### src/rtl/vt_encode.sv
// vt_encode: one-cycle Varshamov-Tenengolts systematic encoder.
// Ports:
//   clk, rst       - clock, asynchronous active-high reset
//   in_valid       - data_in is captured on the rising edge when high
//   data_in[k]     - information word
//   out_valid      - high for one cycle per captured word
//   codeword[n]    - VT codeword, codeword[i-1] is position i
//   good_syndrome  - independent syndrome check of the codeword
module vt_encode #(
    parameter int k            = 5,
    parameter int n            = 10,
    parameter int SYNDROME_VAL = 0
) (
    input  logic         clk,
    input  logic         rst,
    input  logic         in_valid,
    input  logic [k-1:0] data_in,
    output logic         out_valid,
    output logic [n-1:0] codeword,
    output logic         good_syndrome
);

    // Parity count; also wide enough for any residue 0..n.
    localparam int P = $clog2(n + 1);

    // Sum width: largest sum is n(n+1)/2, plus a spare bit.
    localparam int SW = $clog2(n * (n + 1) / 2 + 1) + 1;

    localparam logic [SW-1:0] MOD_SW = SW'(n + 1);
    localparam logic [P:0]    MOD_P1 = (P + 1)'(n + 1);
    localparam logic [P-1:0]  TARGET = P'(SYNDROME_VAL);

    // Elaboration-time guards on the parameter ranges.
    if (n < 3) begin : g_bad_n
        $error("vt_encode: n must be at least 3");
    end
    if (k < 1 || k > n - P) begin : g_bad_k
        $error("vt_encode: k out of range for n");
    end
    if (SYNDROME_VAL < 0 || SYNDROME_VAL > n) begin : g_bad_a
        $error("vt_encode: SYNDROME_VAL must be in 0..n");
    end

    // Positions 1, 2, 4, ... carry parity.
    function automatic logic is_parity(input int pos);
        return (pos & (pos - 1)) == 0;
    endfunction

    logic [n-1:0]  data_bits;
    logic [SW-1:0] data_sum;
    logic [P-1:0]  s_mod;
    logic [P-1:0]  d;
    logic [n-1:0]  cw_next;
    logic [SW-1:0] chk_sum;
    logic [P-1:0]  chk_mod;
    logic          good_next;

    // Scatter data bits onto the non-parity positions in ascending
    // order and accumulate the position weights of the 1 bits.
    // Non-parity positions past the k-th data slot stay 0.
    always_comb begin : place_data
        int di;
        data_bits = '0;
        data_sum  = '0;
        di        = 0;
        for (int i = 1; i <= n; i++) begin
            if (!is_parity(i)) begin
                for (int j = 0; j < k; j++) begin
                    if (j == di && data_in[j]) begin
                        data_bits[i-1] = 1'b1;
                        data_sum       = data_sum + SW'(i);
                    end
                end
                di = di + 1;
            end
        end
    end

    assign s_mod = P'(data_sum % MOD_SW);

    // d = (a - s) mod (n+1). The wrap branch adds n+1 in a P+1 bit
    // space so a + (n+1) cannot overflow before the subtraction.
    always_comb begin : deficit
        if (s_mod > TARGET) begin
            d = P'({1'b0, TARGET} + MOD_P1 - {1'b0, s_mod});
        end else begin
            d = TARGET - s_mod;
        end
    end

    // Bit j of d lands on position 2^j. Since sum(2^j * d[j]) = d,
    // this raises the weighted sum by exactly d.
    always_comb begin : place_parity
        cw_next = data_bits;
        for (int j = 0; j < P; j++) begin
            cw_next[(1 << j) - 1] = d[j];
        end
    end

    // Independent re-summation over every position of the word.
    always_comb begin : resum
        chk_sum = '0;
        for (int i = 1; i <= n; i++) begin
            if (cw_next[i-1]) begin
                chk_sum = chk_sum + SW'(i);
            end
        end
    end

    assign chk_mod   = P'(chk_sum % MOD_SW);
    assign good_next = (chk_mod == TARGET);

    always_ff @(posedge clk or posedge rst) begin
        if (rst) begin
            out_valid <= 1'b0;
        end else begin
            out_valid <= in_valid;
        end
    end

    // Result registers only move on accepted input; otherwise hold.
    always_ff @(posedge clk or posedge rst) begin
        if (rst) begin
            codeword      <= '0;
            good_syndrome <= 1'b0;
        end else if (in_valid) begin
            codeword      <= cw_next;
            good_syndrome <= good_next;
        end
    end

endmodule

### config.mk
export PLATFORM = sky130hd
export DESIGN_NAME = vt_encode
export DESIGN_NICKNAME = d
export VERILOG_FILES = /design/src/rtl/vt_encode.sv
export SDC_FILE = /design/constraint.sdc
export NUM_CORES = 1
export LEC_CHECK = 0
export CORE_AREA = 4 4 81 83
export DETAILED_ROUTE_END_ITERATION = 12
export DIE_AREA = 0 0 85 87
export PLACE_DENSITY = 0.8
export SETUP_SLACK_MARGIN = 0.3
export SLEW_MARGIN = 5
export SYNTH_ARGS = -nofsm -noshare
export SYNTH_HDL_FRONTEND = slang
export SYNTH_SLANG_ARGS = --single-unit
### constraint.sdc
create_clock -name clk -period 1.1 [get_ports clk]
set_input_delay 0.275 -clock clk [delete_from_list [all_inputs] [get_ports clk]]
set_output_delay 0.275 -clock clk [all_outputs]
set_load 0.005 [all_outputs]
==> impl_metrics.env, run 1 <==
export IMPL_status="stopped before the end"
export IMPL_failed_stage="4_1_cts"
export IMPL_firstError="[ERROR DPL-0038] Utilization greater than 100%, impossible to legalize"
export IMPL_cts_setup_buffers=59
export IMPL_async_flop_share=1.000
export IMPL_ys_warn_count=0
export IMPL_synthCells=465
export IMPL_postCtsHoldBufs=0
export IMPL_postCtsResizedCells=214
export IMPL_cts_root_buf="clkbuf_8"
export IMPL_htreeDepth=1
export IMPL_syn_nets=497
export IMPL_synth_xor_area_frac=0.08465
export IMPL_die_width_um=85
export IMPL_clockBufferDepth=2
export IMPL_clkSinkCount=11
export IMPL_syn_area_um2=3488
export IMPL_die_y_um=87
export IMPL_ios=20
export IMPL_ys_seq_area_frac=0.07891
export IMPL_synth_simple_gate_area_frac=0.2952
export IMPL_synth_top_family_by_area="compound AO/OA/AOI/OAI gates"
export IMPL_synthAdderAreaFrac=0.08608
export IMPL_ys_seq_elements=11
export IMPL_rows=28
export IMPL_hpwl_um=13630
export IMPL_synthMuxAreaShare=0.05237
export IMPL_synth_avg_cell_area_um2=7.502
export IMPL_ys_flop_type="dfrtp_1"
export IMPL_io_buffers=18
export IMPL_numCtsBuffers=3
export IMPL_synth_compound_area_frac=0.3572
export IMPL_yosysUniqueCellTypes=94
export IMPL_synth_edf_count=0
export IMPL_initial_core_util=0.5962
export IMPL_place_gp_congestion=0.9934
==> metrics by stage <==
stage	utilization	cell area, um2	std cells	setup slack, ps	setup TNS, ps
after detailed placement	0.9446	5527	748	-12580	-37550
after global placement	0.9446	5527	748	-11590	-33940
after floorplan	-	3894	465	-11440	-30660
==> cells by family after synthesis <==
group,after synthesis
and+or+nand+nor,191
AOI/OAI and AO/OA,156
buffers and inverters,37
xor gates and xnor gates,28
adders and majority gates,24
muxes,17
DFF,11
other,1
==> synthesized netlist by cell type, types with 4 or more instances <==
master	instances	share of area
or2_2	5	0.0090
and3_1	6	0.011
nand2b_1	7	0.013
or3_1	12	0.022
a31oi_1	9	0.016
dfrtp_1	11	0.079
o211ai_1	8	0.017
nor3_1	18	0.026
or2_1	4	0.0072
nand4_1	4	0.0072
a21oi_1	29	0.042
nor3b_1	7	0.015
o211a_1	6	0.017
o31ai_1	6	0.013
ha_1	24	0.086
nand2_1	35	0.038
nor4_1	8	0.014
nor4b_1	4	0.010
a211oi_1	7	0.015
buf_2	4	0.0057
nor2_1	38	0.041
o21ai_0	14	0.020
mux2_2	10	0.032
a311oi_1	5	0.013
inv_1	20	0.022
xnor2_1	15	0.038
xor2_1	8	0.020
and2_1	7	0.013
nand3_1	15	0.022
mux2i_1	7	0.020
clkbuf_1	8	0.0086
nor2b_1	7	0.013
o21ai_1	4	0.0057
o21a_1	5	0.011
==> run 2, diff against run 1 <==
Settings changed: CORE_AREA 4 4 81 83 to 4 4 99 101, DIE_AREA 0 0 85 87 to 0 0 103 105, PLACE_DENSITY 0.8 to not set, PLACE_DENSITY_LB_ADDON set to 0.15, SETUP_SLACK_MARGIN 0.3 to not set.
==> impl_metrics.env, run 2 <==
export IMPL_r2r_start="good_syndrome"
export IMPL_yosys_area_top_type="ha_1"
export IMPL_synthCells=465
export IMPL_htreeDepth=1
export IMPL_holdWs_ps=320.3
export IMPL_crit_path_frequent_cell="buf_4"
export IMPL_skew_ps=0
export IMPL_rows=35
export IMPL_synth_edf_count=0
export IMPL_tightest_slew_ps=672.7
export IMPL_top_regs="codeword: 9 flops, good_syndrome: 1 flops, out_valid: 1 flops"
export IMPL_insertion_delay_ps=230
export IMPL_cp_start_kind="input port"
export IMPL_cts_root_buf="clkbuf_8"
export IMPL_ys_warn_count=0
export IMPL_die_area_um2=10820
export IMPL_crit_type="input port to flip-flop"
export IMPL_syn_area_um2=3488
export IMPL_relSlewSlack=0.5474
export IMPL_finalCritPeriodShare=11.06
export IMPL_io_buffers=18
export IMPL_yosysMostFrequentCell="nor2_1"
export IMPL_worstReg2RegEnd="good_syndrome"
export IMPL_violations="setup timing"
export IMPL_wl_met1_um=6545
export IMPL_dp_slack_ps=-11920
export IMPL_syn_nets=497
export IMPL_rsz0062_at_grt="yes"
export IMPL_async_flop_share=1.000
export IMPL_r2r_setup_slack_ps=-220
export IMPL_status="finished, violations left"
export IMPL_die_width_um=103
export IMPL_hpwl_um=9929
export IMPL_slew_violations=0
export IMPL_drv_cap=0
export IMPL_ys_seq_elements=11
export IMPL_mostFrequentLayoutCells="buf_4, nor2_1, nand2_1, a21oi_1"
export IMPL_ios=20
export IMPL_path_max_fanout=5
export IMPL_synth_avg_cell_area_um2=7.502
export IMPL_gr_total_overflow=0
export IMPL_drc=0
export IMPL_antenna_found_initial=0
export IMPL_ant_nets=0
export IMPL_clkSinkCount=11
export IMPL_worstPathArrival_ps=12310
export IMPL_avgViaCountPerCell=5.908
export IMPL_cts_tree="built"
export IMPL_drive_gt1_frac=0.6032
export IMPL_track_usage=0.2507
export IMPL_hold_violations=0
export IMPL_wl_met3_um=618
export IMPL_max_stage_delay_ps=520
export IMPL_grt_pass1_wl_um=22650
export IMPL_top_register="codeword"
export IMPL_hold_path_class="input port to async pin"
export IMPL_grt_pass1_vias=4919
export IMPL_first_pass_iters=5
export IMPL_place_gp_congestion=0.9506
export IMPL_vias=5093
export IMPL_timing_final_crit_period_ps=12170
export IMPL_reg2regPathDepth=6
export IMPL_max_freq_mhz=82.17
export IMPL_clockBufferDepth=2
export IMPL_core_um2=9021
export IMPL_initial_core_util=0.3867
export IMPL_area_growth_pct=93.72
export IMPL_clkSlewWorstSetupHoldPaths_ps=50
export IMPL_synthTopCellsByCount="nor2_1, nand2_1, a21oi_1"
export IMPL_postCtsHoldBufs=0
export IMPL_ys_flop_type="dfrtp_1"
export IMPL_synth_top_area_frac=0.08608
export IMPL_wl_per_cell_um=17.88
export IMPL_final_area_um2=6758
export IMPL_end_kind="flip-flop"
export IMPL_worst_path_max_delay_cell="or4_4"
export IMPL_numCtsBuffers=3
export IMPL_diodes=0
export IMPL_routed_top_layer="met4"
export IMPL_setup_viol=5
export IMPL_fin_ws_ps=-11070
export IMPL_grt_max_degree=14
export IMPL_crit_required_ps=1240
export IMPL_synthTopCellsByArea="ha_1, dfrtp_1, a21oi_1"
export IMPL_drt_initial_drc_count=362
export IMPL_largest_reg_flops=9
export IMPL_routed_wl_um=15410
export IMPL_met2_wirelength_um=7612
export IMPL_yosysUniqueCellTypes=94
export IMPL_ys_seq_area_frac=0.07891
export IMPL_place_area_um2=5587
export IMPL_mostFrequentLayoutCell="buf_4"
export IMPL_nNetsFinal=784
export IMPL_die_y_um=105
-- run 2: layer usage --
layer  vias up  track usage
met3        55      0.01602
met5         -            0
li1       2393            -
met2       168       0.4317
met1      2477       0.3397
met4         0      0.05273
-- run 2: layout make-up --
cell class / instances / area, um2
Clock buffer: 4 / 45.04
Fill cell: 620 / 2263
Inverter: 23 / 97.59
Multi-Input combinational cell: 417 / 3915
Sequential cell: 11 / 275.3
Tap cell: 111 / 138.9
Timing Repair Buffer: 296 / 2286
-- run 2: what timing repair did --
| item | 4_1_cts | 5_1_grt |
|---|---|---|
| endpoints found under the setup margin | 21 | 8 |
| cloned | 0 | 0 |
| setup buffers | 50 | 25 |
| pin swaps | 63 | 58 |
| resized for setup | 120 | 60 |
-- run 2: stage by stage --
step / cells / setup TNS [ps] / util
after floorplan: 465 / -30820 / -
after global routing: 862 / -31260 / 0.7491
final: 862 / -30060 / 0.7491
after detailed placement: 787 / -35170 / 0.6193
after CTS: 838 / -28950 / 0.6978
after global placement: 787 / -34520 / 0.6193
-- run 2: logic make-up (layout without fill, tap and decap cells) --
| logic type | Yosys count | in the layout | share of synthesized area |
|---|---|---|---|
| xor gates and xnor gates | 28 | 28 | 0.08465 |
| other | 1 | 1 | 0.001075 |
| adders and majority gates | 24 | 24 | 0.08608 |
| DFF | 11 | 11 | 0.07891 |
| and+or+nand+nor | 191 | 191 | 0.2952 |
| AOI/OAI and AO/OA | 156 | 156 | 0.3573 |
| buffers and inverters | 37 | 323 | 0.04448 |
| muxes | 17 | 17 | 0.05237 |
-- run 2: critical path: cells and delay by family --
kind	cells	cell delay, ps
simple gates	22	4500
compound gates	21	3980
fa+ha+maj	9	1810
xor+xnor	3	440
buf+inv	10	1260
-- run 2: worst max path at each step --
| stage | from | end | slack, ps | depth (start not counted) |
|---|---|---|---|---|
| 3_3_place_gp | data_in[1] | good_syndrome | -11690 | 61 |
| 4_1_cts | data_in[1] | good_syndrome | -10750 | 62 |
| 2_1_floorplan | data_in[1] | good_syndrome | -11460 | 64 |
| 5_1_grt | data_in[1] | good_syndrome | -11520 | 69 |
| 3_5_place_dp | data_in[1] | good_syndrome | -11920 | 59 |
| 6_report | data_in[0] | good_syndrome | -11070 | 65 |
Power of run 2 is left out: the tool's default activity adds up to more than one toggle a clock period on the data nets, which glitch-free logic cannot reach.
